$ cat src/rtl/hadamard_satd_4x4.sv
// hadamard_satd_4x4: 2-D 4x4 Hadamard SATD of signed differences, one row per beat, valid/ready result
//   clk, reset (async, active-high)
//   in_valid/in_ready/in_row : row beat of four DIFF_W signed differences, d0 in LSBs
//   out_valid/out_ready/satd : block SATD, held until accepted
//   busy                     : high unless idle in LOAD with no rows taken
//   SATD_HALF_EN             : when defined, satd = (sum+1)>>1 instead of the raw sum
module hadamard_satd_4x4 #(
  parameter int DIFF_W = 9,
  parameter int SUM_W = 16
) (
  input  logic                  clk,
  input  logic                  reset,
  input  logic                  in_valid,
  output logic                  in_ready,
  input  logic [4*DIFF_W-1:0]   in_row,
  output logic                  out_valid,
  input  logic                  out_ready,
  output logic [SUM_W-1:0]      satd,
  output logic                  busy
);
  localparam int RW = DIFF_W + 2;
  localparam int CW = DIFF_W + 4;
  typedef enum logic [1:0] {LOAD, COL, DONE} state_t;
  state_t state, state_nx;
  logic [1:0] cnt;
  logic [SUM_W-1:0] acc, acc_nx, res;
  logic signed [RW-1:0] tbuf [4][4];
  logic signed [DIFF_W-1:0] d [4];
  logic signed [CW-1:0] hc [4];
  logic [CW-1:0] a [4];
  logic [4*CW-1:0] hr_p, hc_p;
  // Same butterfly for rows and columns; everything is carried at column width so no width juggling.
  function automatic logic [4*CW-1:0] bfly(input logic signed [CW-1:0] x0, x1, x2, x3);
    logic signed [CW-1:0] s0, s1, s2, s3;
    s0 = x0 + x1;
    s1 = x0 - x1;
    s2 = x2 + x3;
    s3 = x2 - x3;
    return {s1 - s3, s0 - s2, s1 + s3, s0 + s2};
  endfunction
  for (genvar i = 0; i < 4; i++) begin : g_lane
    assign d[i] = in_row[i*DIFF_W +: DIFF_W];
    assign hc[i] = hc_p[i*CW +: CW];
    assign a[i] = hc[i][CW-1] ? -hc[i] : hc[i];
  end
  assign hr_p = bfly(CW'(d[0]), CW'(d[1]), CW'(d[2]), CW'(d[3]));
  assign hc_p = bfly(CW'(tbuf[0][cnt]), CW'(tbuf[1][cnt]), CW'(tbuf[2][cnt]), CW'(tbuf[3][cnt]));
  assign acc_nx = acc + SUM_W'(a[0]) + SUM_W'(a[1]) + SUM_W'(a[2]) + SUM_W'(a[3]);
`ifdef SATD_HALF_EN
  assign res = SUM_W'(({1'b0, acc_nx} + (SUM_W+1)'(1)) >> 1);
`else
  assign res = acc_nx;
`endif
  assign in_ready = state == LOAD;
  assign out_valid = state == DONE;
  assign busy = !(state == LOAD && cnt == 2'd0);
  always_comb begin
    state_nx = (state == LOAD && in_valid && cnt == 2'd3) ? COL :
               (state == COL && cnt == 2'd3) ? DONE :
               (state == DONE && out_ready) ? LOAD : state;
  end
  always_ff @(posedge clk or posedge reset) begin
    if (reset) begin
      state <= LOAD;
      cnt <= '0;
      acc <= '0;
      satd <= '0;
      for (int r = 0; r < 4; r++)
        for (int c = 0; c < 4; c++)
          tbuf[r][c] <= '0;
    end else begin
      state <= state_nx;
      if (state == LOAD && in_valid) begin
        for (int k = 0; k < 4; k++)
          tbuf[cnt][k] <= RW'(hr_p[k*CW +: CW]);
        cnt <= cnt + 2'd1;
        if (cnt == 2'd3) acc <= '0;
      end
      if (state == COL) begin
        acc <= acc_nx;
        cnt <= cnt + 2'd1;
        if (cnt == 2'd3) satd <= res;
      end
    end
  end
endmodule

$ cat config.mk
export PLATFORM = sky130hd
export DESIGN_NAME = hadamard_satd_4x4
export DESIGN_NICKNAME = d
export VERILOG_FILES = /design/src/rtl/hadamard_satd_4x4.sv
export SDC_FILE = /design/constraint.sdc
export NUM_CORES = 1
export LEC_CHECK = 0
export BUFFER_PORTS_ARGS = -buffer_cell sky130_fd_sc_hd__buf_2
export CAP_MARGIN = 20
export CORE_MARGIN = 5
export CORE_UTILIZATION = 55
export DETAILED_ROUTE_END_ITERATION = 6
export PLACE_DENSITY_LB_ADDON = 0.1
export SLEW_MARGIN = 20
export SYNTH_ARGS = -nofsm -noshare
export SYNTH_HDL_FRONTEND = slang
export SYNTH_SLANG_ARGS = --single-unit
export TNS_END_PERCENT = 50
$ cat constraint.sdc
create_clock -name clk -period 11.2 [get_ports clk]
set_clock_uncertainty 0.2 [all_clocks]
set_input_delay 2.24 -clock clk [delete_from_list [all_inputs] [get_ports clk]]
set_output_delay 2.24 -clock clk [all_outputs]
set_load 0.005 [all_outputs]
==> flow_summary.toml <==
[sta]
finalWorstSetupSlack_ns = 1.690
worst_slew_margin_rel = 0.2900
timing_max_transition_violations_final = 0
tns_ns = 0
tightestPinTransition_ns = 1.038
rsz0062_at_grt = "false"
max_freq_ghz = 0.1052
setup_violations = 0
min_period_ns = 9.510
min_period_over_period = 0.8491
final_hold_violating_endpoints = 0

[placed_design]
place_hpwl_um = 33450
pre_cts_ws_ns = 1.727
placed_insts = 2472
gp_congestion = 0.9175
count_of_input_and_output_buffers = 58

[finish]
antenna-diode-count = 0
area.growth.synth_to_final_pct = 7.551
layout.cells.non_filler = 2511
design.final.nets = 2342
final_layout_size_suffix_gt1_frac = 0.08458
num-fill-cells = 2967

[logic_synthesis]
number_of_warnings_printed_during_yosys_synthesis = 0
synth_edf_count = 0
avgSynthCellArea_um2 = 8.839
async_flop_share = 1.000
yosysUniqueCellTypes = 76
yosys_register_bits = 208
ys_top_cells_by_area = "dfrtp_1, ha_1, xnor2_1"
synthCells = 2049
synthFlopType = "dfrtp_1"
most_area_hungry_cell_type_in_the_yosys_netlist = "dfrtp_1"
synth.net_count = 2337
yosysTopAreaCellShare = 0.2874
seq_total_area_yosys = 0.2874
post_synth_instance_area_mm2 = 0.01811

[global_routing]
grt_remaining_overflow = 0
antenna_found_initial = 0
grt_start_max_net_pins = 138
grt_pass1_vias = 13830
track_usage = 0.2340
grt_first_pass_wirelength_um = 70230

[power]
power.switching_uw = 671.1
pwrdens_mw_per_mm2 = 106.5
ir_worst_vdd_mv = 0.08155
comb_power_share = 0.265
seqPwrFrac = 0.362
static-leakage-power_uw = 0.009122
power_switching_share = 0.3234
cell_internal_pwr_uw = 1404
power_frac_clock = 0.372

[worst_setup_path]
max_stage_delay_ns = 0.78
worst-r2r-setup-slack_ns = 1.69
cp_num_buf_inv = 4
critical_path.most_common_cell = "fa_1"
timing.critical_path.slowest_stage_cell = "dfrtp_2"
worstRegToRegCells = 32
arrival_ns = 9.67
timing.critical_path.fanout_max = 25
critical_path.startpoint_type = "register"
cp-end-kind = "register"
cp-startpoint = "cnt[1]$_DFFE_PP0P_"
rr_startpoint = "cnt[1]$_DFFE_PP0P_"
endpoint_of_the_most_critical_register_to_register_path = "satd[15]$_DFFE_PP0P_"
worst_ep_required_time_ns = 11.36
worst_path_dominant_cell_family = "compound AO/OA/AOI/OAI gates"
timing.critical_path.depth = 32
critical_path_class = "reg2reg"

[hold_path]
hold_path_startpoint = "tbuf[2]$_DFFE_PP0P_"
worstHoldEndpoint = "tbuf[2]$_DFFE_PP0P_"
worst_hold_path_type = "reg2reg"
whs_path_depth = 2

[floorplanning]
die_y_um = 191.5
initial_utilization = 0.5566
num_rows = 66
die-area_mm2 = 0.03666
ios = 59
dieWidth_um = 191.5
core_region_area_mm2 = 0.03254

[clock_network]
total_cts_buffers = 22
ctsLongestPathBuffers = 3
cts.sink_count = 208
clkTransAtPathRegs_ns = 0.06
cts_post_setup_buffers_inserted = 0
clock_latency_on_the_worst_skew_pair_ns = 0.51
cts.htree.levels = 1
post_cts_resized = 0
cts_tree = "built"
cts.hold.buffers_added = 0
clk_root_buffer_cell = "clkbuf_16"

[detailed_routing]
via_per_inst = 5.509
drtPass1Iterations = 7
routed_wirelength_um = 42100
dr_total_vias = 13830
drt_first_iter_violations = 813
drc = 0
antenna_left = 0
routedWlPerCell_um = 16.76

[flow_run]
maxCapViolations = 0

[status]
status = "completed"
[through the flow]
step	hold WS, ns	utilization	instance area, µm²	total power (µW)
final	0.2738	0.5987	19480	2075
after CTS	0.2791	0.5987	19480	2090
after global placement	0.2562	0.5747	18700	1308
after global routing	0.2924	0.5987	19480	2181
after floorplan	0.2406	-	18110	1138
after detailed placement	0.2650	0.5747	18700	1315
[how the worst max path moves through the flow]
stage,endpoint,slack (ns)
floorplan,acc[15]$_DFFE_PP0P_,2.53
global placement,satd[15]$_DFFE_PP0P_,1.85
detailed placement,satd[15]$_DFFE_PP0P_,1.73
CTS,satd[15]$_DFFE_PP0P_,1.65
global route,satd[15]$_DFFE_PP0P_,0.92
finish,satd[15]$_DFFE_PP0P_,1.69
[tightest hold or removal path, cell delays in order, from the launching register on]
cell	delay, ns
dfrtp_1	0.34
nand2_1	0.04
o21ai_0	0.06
[layer usage]
layer / GRT usage / vias up / share of wire
li1: - / 6959 / -
met1: 0.3150 / 6621 / 0.45
met2: 0.4134 / 201 / 0.50
met3: 0.02009 / 53 / 0.027
met4: 0.05276 / 0 / 0.021
met5: 0 / - / 0
[registers in the layout (all words and copies together), names as in the netlist]
name	cells
acc	16
cnt	2
satd	16
state	2
tbuf	172
[cells in the final DEF (no fill, tap or decap), drive strengths merged, types with 11 or more instances in the layout]
cell type  instances
nand2b            16
nor2             100
nor2b             24
o31ai             13
ha               195
clkbuf            30
dfrtp            208
buf               65
inv              227
a31oi             18
nor3              25
o21a              20
mux4              40
o21ai            245
fa                53
a211oi            11
xor2              45
nand2            243
nand3             28
a21oi            119
o21bai            33
xnor2            132
a21o              27
[power groups by stage]
stage	combinational, µW	sequential, µW	clock, µW
finish	551	751	773
global route	609	751	821
floorplan	373	765	0
global placement	543	765	0
CTS	553	751	786
detailed placement	550	765	0
[Yosys cell counts, drive strengths merged, types with 4 or more instances]
| cell | n |
|---|---|
| a21oi | 119 |
| clkbuf | 73 |
| nor2b | 24 |
| buf | 11 |
| xor2 | 45 |
| o311ai | 4 |
| ha | 195 |
| nand4 | 7 |
| a31oi | 18 |
| xnor2 | 132 |
| o31a | 6 |
| fa | 53 |
| and3 | 10 |
| o211ai | 9 |
| nand2 | 243 |
| nor3b | 7 |
| mux2 | 10 |
| a21boi | 7 |
| o41ai | 4 |
| a2111oi | 6 |
| or3 | 9 |
| nor3 | 25 |
| nand3 | 28 |
| inv | 227 |
| nor2 | 100 |
| a21o | 27 |
| o21a | 20 |
| and2 | 6 |
| mux2i | 10 |
| o21ai | 245 |
| mux4 | 40 |
| a211o | 4 |
| nor4 | 5 |
| o21bai | 33 |
| nand2b | 16 |
| a211oi | 11 |
| or4 | 6 |
| dfrtp | 208 |
| o31ai | 13 |
[final cells by class]
cell class | count | area (µm²) | area share
clock inverters | 9 | 128.9 | 0.006616
well taps | 442 | 553.0 | 0.02839
repair buffers | 65 | 342.8 | 0.01760
clock buffers | 30 | 651.9 | 0.03347
multi-input cells | 1530 | 11740 | 0.6025
flip-flops and latches | 208 | 5207 | 0.2673
inverters | 227 | 859.6 | 0.04413
[kinds of logic after synthesis]
| group | Yosys count | synth area share |
|---|---|---|
| compound gates | 546 | 0.1822 |
| simple gates | 499 | 0.1246 |
| buf+inv | 311 | 0.06522 |
| fa+ha+maj | 248 | 0.1933 |
| flops | 208 | 0.2874 |
| xor+xnor | 177 | 0.08560 |
| mux | 60 | 0.06169 |
No activity file was read; power rests on OpenSTA's default activity.
